File: src/rtl/resilient_ring_pipe.sv
// rtl/resilient_ring_pipe.sv - N-stage half-buffer resilient pipeline, closed ring or open valid/ready
module resilient_ring_pipe #(
    parameter int                STAGES      = 3,
    parameter int                WIDTH       = 8,
    parameter int                RING        = 1,
    parameter logic [STAGES-1:0] TOKEN_MASK  = STAGES'(1),
    parameter int                ERR_PENALTY = 2,
    parameter int                CNT_W       = 16
) (
    input  logic              clk,
    input  logic              rst,
    input  logic [STAGES-1:0] err,
    input  logic              in_valid,
    input  logic [WIDTH-1:0]  in_data,
    output logic              in_ready,
    output logic              out_valid,
    output logic [WIDTH-1:0]  out_data,
    input  logic              out_ready,
    output logic [STAGES-1:0] full,
    output logic [STAGES-1:0] sample,
    output logic [CNT_W-1:0]  err_count,
    output logic [CNT_W-1:0]  xfer_count,
    output logic              deadlock
);

    // Recovery counter load value; the stage sits one cycle in RECOVER per penalty cycle.
    localparam logic [3:0]        PEN_LD   = (ERR_PENALTY > 0) ? 4'(ERR_PENALTY - 1) : 4'd0;
    // Open pipelines always start empty, whatever the token mask says.
    localparam logic [STAGES-1:0] RST_MASK = (RING != 0) ? TOKEN_MASK : '0;
    // Sum width leaves headroom for every stage erroring in the same cycle.
    localparam int                SW       = CNT_W + $clog2(STAGES + 1);

    typedef enum logic [1:0] {
        ST_EMPTY   = 2'd0,
        ST_FULL    = 2'd1,
        ST_RECOVER = 2'd2
    } stage_st_t;

    stage_st_t         st_q   [STAGES];
    stage_st_t         st_d   [STAGES];
    logic [3:0]        pcnt_q [STAGES];
    logic [3:0]        pcnt_d [STAGES];
    logic [WIDTH-1:0]  data_q [STAGES];
    logic [WIDTH-1:0]  data_d [STAGES];
    logic [WIDTH-1:0]  src    [STAGES];
    logic [STAGES-1:0] mv;
    logic [STAGES-1:0] cap;
    logic [STAGES-1:0] full_d;
    logic [SW-1:0]     err_sum;
    logic [CNT_W-1:0]  err_count_d;

    assign in_ready  = (RING == 0) && (st_q[0] == ST_EMPTY);
    assign out_valid = (RING == 0) && (st_q[STAGES-1] == ST_FULL);
    assign out_data  = data_q[STAGES-1];

    // Moves are decided purely from start-of-cycle state, so nothing ripples combinationally.
    always_comb begin
        mv = '0;
        for (int i = 0; i < STAGES - 1; i++) begin
            mv[i] = (st_q[i] == ST_FULL) && (st_q[i+1] == ST_EMPTY);
        end
        if (RING != 0) begin
            mv[STAGES-1] = (st_q[STAGES-1] == ST_FULL) && (st_q[0] == ST_EMPTY);
        end else begin
            mv[STAGES-1] = out_valid && out_ready;
        end

        cap    = '0;
        cap[0] = (RING != 0) ? mv[STAGES-1] : (in_valid && in_ready);
        src[0] = (RING != 0) ? (data_q[STAGES-1] + WIDTH'(1)) : in_data;
        for (int i = 1; i < STAGES; i++) begin
            cap[i] = mv[i-1];
            src[i] = data_q[i-1];
        end
    end

    // Per-stage next state: capture, release, or count down a recovery penalty.
    always_comb begin
        err_sum = SW'(err_count);
        full_d  = '0;
        for (int i = 0; i < STAGES; i++) begin
            st_d[i]   = st_q[i];
            pcnt_d[i] = pcnt_q[i];
            data_d[i] = data_q[i];
            if (cap[i]) begin
                data_d[i] = src[i];
                if (err[i] && (ERR_PENALTY > 0)) begin
                    st_d[i]   = ST_RECOVER;
                    pcnt_d[i] = PEN_LD;
                end else begin
                    st_d[i] = ST_FULL;
                end
            end else if (mv[i]) begin
                st_d[i] = ST_EMPTY;
            end else if (st_q[i] == ST_RECOVER) begin
                if (pcnt_q[i] == 4'd0) begin
                    st_d[i] = ST_FULL;
                end else begin
                    pcnt_d[i] = pcnt_q[i] - 4'd1;
                end
            end
            err_sum   = err_sum + SW'(cap[i] & err[i]);
            full_d[i] = (st_d[i] != ST_EMPTY);
        end
        err_count_d = (|err_sum[SW-1:CNT_W]) ? '1 : err_sum[CNT_W-1:0];
    end

    // State, data and statistics registers; reset reloads the token pattern.
    always_ff @(posedge clk or negedge rst) begin
        if (!rst) begin
            for (int i = 0; i < STAGES; i++) begin
                st_q[i]   <= RST_MASK[i] ? ST_FULL : ST_EMPTY;
                pcnt_q[i] <= 4'd0;
                data_q[i] <= RST_MASK[i] ? WIDTH'(i) : '0;
            end
            full       <= RST_MASK;
            sample     <= '0;
            err_count  <= '0;
            xfer_count <= '0;
            deadlock   <= (RING != 0) && (&RST_MASK);
        end else begin
            for (int i = 0; i < STAGES; i++) begin
                st_q[i]   <= st_d[i];
                pcnt_q[i] <= pcnt_d[i];
                data_q[i] <= data_d[i];
            end
            full       <= full_d;
            sample     <= cap;
            err_count  <= err_count_d;
            xfer_count <= xfer_count + CNT_W'(mv[STAGES-1]);
            deadlock   <= (RING != 0) && (&full_d);
        end
    end

endmodule

File: config.mk
export PLATFORM = sky130hd
export DESIGN_NAME = resilient_ring_pipe
export DESIGN_NICKNAME = d
export VERILOG_FILES = /design/src/rtl/resilient_ring_pipe.sv
export SDC_FILE = /design/constraint.sdc
export NUM_CORES = 1
export LEC_CHECK = 0
export BUFFER_PORTS_ARGS = -buffer_cell sky130_fd_sc_hd__buf_2
export CORE_MARGIN = 2
export CORE_UTILIZATION = 50
export DETAILED_ROUTE_END_ITERATION = 7
export PLACE_DENSITY_LB_ADDON = 0.15
export SYNTH_ARGS = -nofsm -noshare
export SYNTH_HDL_FRONTEND = slang
export SYNTH_SLANG_ARGS = --single-unit
File: constraint.sdc
create_clock -name clk -period 3.2 [get_ports clk]
set_input_delay 0.48 -clock clk [delete_from_list [all_inputs] [get_ports clk]]
set_output_delay 0.48 -clock clk [all_outputs]
set_load 0.02 [all_outputs]
==> results_dict.tcl <==
set metrics [dict create \
    status "finished, final reports clean" \
    critPathCaptureType "flip-flop" \
    netlist_area_um2 3720 \
    worstSetupPathType "flip-flop to flip-flop" \
    setup_slack_ps 154 \
    period_minus_slack_ps 3050 \
    globalplace.congestion 0.792 \
    wl_per_cell_um 13.2 \
    drv_slew 0 \
    yosysTopAreaCell "dfrtp_1" \
    dr.first_iter.drc_count 136 \
    seq_area_um2 2030 \
    routed_via_density 5.14 \
    cts_root_buf "clkbuf_8" \
    grt_pass1_wl_mm 11.8 \
    io_pins 64 \
    nFillCells 669 \
    dr_total_vias 2673 \
    rsz0062_at_grt "no" \
    die_area_um2 8140 \
    ys_types 42 \
    finalCritPeriodShare 0.952 \
    design_area_um2 4300 \
    grt_pass1_vias 2523 \
    die_h_um 90.2 \
    num-nets-final 445 \
    yosysSeqAreaShare 0.546 \
    yosys.area.top_type_share 0.532 \
    holdWs_ps 290 \
    multi_input_area_um2 1530 \
    globalRouteOverflowTotal 0 \
    yosys_warnings 0 \
    synthSimpleGateAreaFrac 0.218 \
    power.total_uw 1780 \
    drive_gt1_frac 0.238 \
    cp-start-kind "flip-flop" \
    fin_skew_ps 11.3 \
    powerDensity_nw_per_um2 414 \
    grt_max_degree 82 \
    tightest_slew_ps 994 \
    cts_tree "built" \
    dpl_cell_area_um2 4080 \
    synth_top_family_by_area "simple AND/OR/NAND/NOR gates" \
    htree_levels 3 \
    floorplan.initialDensity 0.515 \
    synth_adder_area_share 0.0478 \
    dominantRegCellSynth "dfrtp_1" \
    synthXorXnorAreaFrac 0.0825 \
    synth_compound_area_frac 0.0495 \
    setup_tns_ps 0 \
    cp.arrival_ps 3290 \
    synth.area.mux_share 0.00707 \
    synth-seq-cells 81 \
    cts.sinks 81 \
    path_max_fanout 5 \
    layout_common_cells "86 x nand2_1, 79 x dfrtp_1, 50 x buf_2" \
    die_w_um 90.2 \
    place.detailed.hpwl_mm 4.67 \
    async_flop_share 1.00 \
    port_buffers 51 \
    p_leak_uw 0.00228 \
    finalSetupViolations 0 \
    synthTopCellsByArea "dfrtp_1 53%, nand2_1 8.7%, xnor2_1 4.7%, ha_1 3.7%, xor2_1 3.5%" \
    core_area_um2 7210 \
    final_antenna_net_count 0 \
    numCtsBuffers 9 \
    final_common_cell "nand2_1" \
    hold_violations 0 \
    post-route-drc-count 0 \
    n_antenna_cell 0 \
    rows 31 \
    hold_class "primary input to async pin" \
    clk_latency_ps 350 \
    avgSynthCellArea_um2 10.4 \
    grtUsageTotal 0.180 \
    cp_data_required_time_ps 3440 \
    clk_pin_slew_ps 90 \
    cts_buffer_depth 2 \
    fmax_ghz 0.328 \
    dp_worst_setup_slack_ps 67.0 \
    areaGrowthSynthToFinish_pct 15.7 \
    maxCapViolations 0 \
    timing.slew.headroom 0.337 \
    antenna_found_initial 0 \
    dr.pass1.iters 4 \
    peakVddDrop_uv 248 \
    synth_enable_flop_cells 0 \
    cts_hold_buf 0 \
    synth_cells 357 \
    routed_wl_mm 6.85 \
]
-- layout make-up --
| type | instances | area share |
|---|---|---|
| tap | 99 | 0.0288 |
| clock inverter | 5 | 0.0131 |
| timing repair buffer | 65 | 0.0873 |
| multi-input combinational | 247 | 0.355 |
| inverter | 13 | 0.0119 |
| sequential | 81 | 0.472 |
| clock buffer | 10 | 0.0320 |
-- Yosys cell counts, types with 5 or more instances --
master and instances:
nor3_1 5, nand2_1 86, xor2_1 15, ha_1 11, o21ai_0 13, dfrtp_1 79
nand2b_1 6, nor2_1 12, xnor2_1 20, and3_1 5, buf_4 10, nand3_1 22
nand4_1 6, inv_1 11
-- worst max-delay path, cell delays in order (launching register included) --
cell and delay, ps:
dfrtp_1 400, or4b_4 540, inv_1 100, and2_4 160, fa_1 430, ha_1 220
fa_2 350, and4_4 220, nand2_2 110, or3_1 140, mux2_4 290
-- state kept, by name (all words and copies together), names as in the netlist --
| name | cells |
|---|---|
| sample | 3 |
| st_q | 6 |
| pcnt_q | 12 |
| xfer_count | 16 |
| deadlock | 1 |
| data_q | 16 |
| full | 3 |
| out_data | 8 |
| err_count | 16 |
-- power by group --
part	switching [uW]	total [uW]	internal, uW
sequential	0	1020	1020
combinational	22.9	25.0	2.08
clock	357	733	376
total	379	1780	1400
-- worst paths after layout --
check / from / slack [ps] / to / depth (start not counted)
worst max-delay path: st_q[1] / 150 / err_count[14] / 10
worst min-delay path: rst / 290 / xfer_count[8] / 1
worst max register to register: st_q[1] / 150 / err_count[14] / 10
worst min register to register: xfer_count[15] / 460 / xfer_count[15] / 1
max in group asynchronous: rst / 2270 / xfer_count[15] / 1
min in group clk: err[2] / 410 / st_q[0] / 2
-- stage by stage --
step                      std cells  utilization
after floorplan                 358            -
after global placement          504        0.566
after detailed placement        504        0.566
after CTS                       519        0.593
after global routing            520        0.596
final                           520        0.596
-- routing by layer --
layer / global-route usage / up-vias / share of wire
met5: 0 / - / 0
met4: 0.0782 / 0 / 0.020
met3: 0.0369 / 14 / 0.040
met2: 0.273 / 46 / 0.47
met1: 0.252 / 1316 / 0.47
li1: - / 1297 / -
-- what timing repair did --
action,in CTS,in global routing
endpoints found under the setup margin,0,14
resized for setup,0,4
setup buffers,0,1
-- cells by family (layout without fill, tap and decap cells) --
| kind of cell | count (synthesis) | count (layout) |
|---|---|---|
| mux | 2 | 2 |
| other cells | 1 | 2 |
| simple gates | 167 | 167 |
| compound gates | 28 | 28 |
| fa+ha+maj | 13 | 13 |
| xor+xnor | 35 | 35 |
| flops | 81 | 81 |
| buf+inv | 30 | 93 |
(Power assumes the default switching activity.)
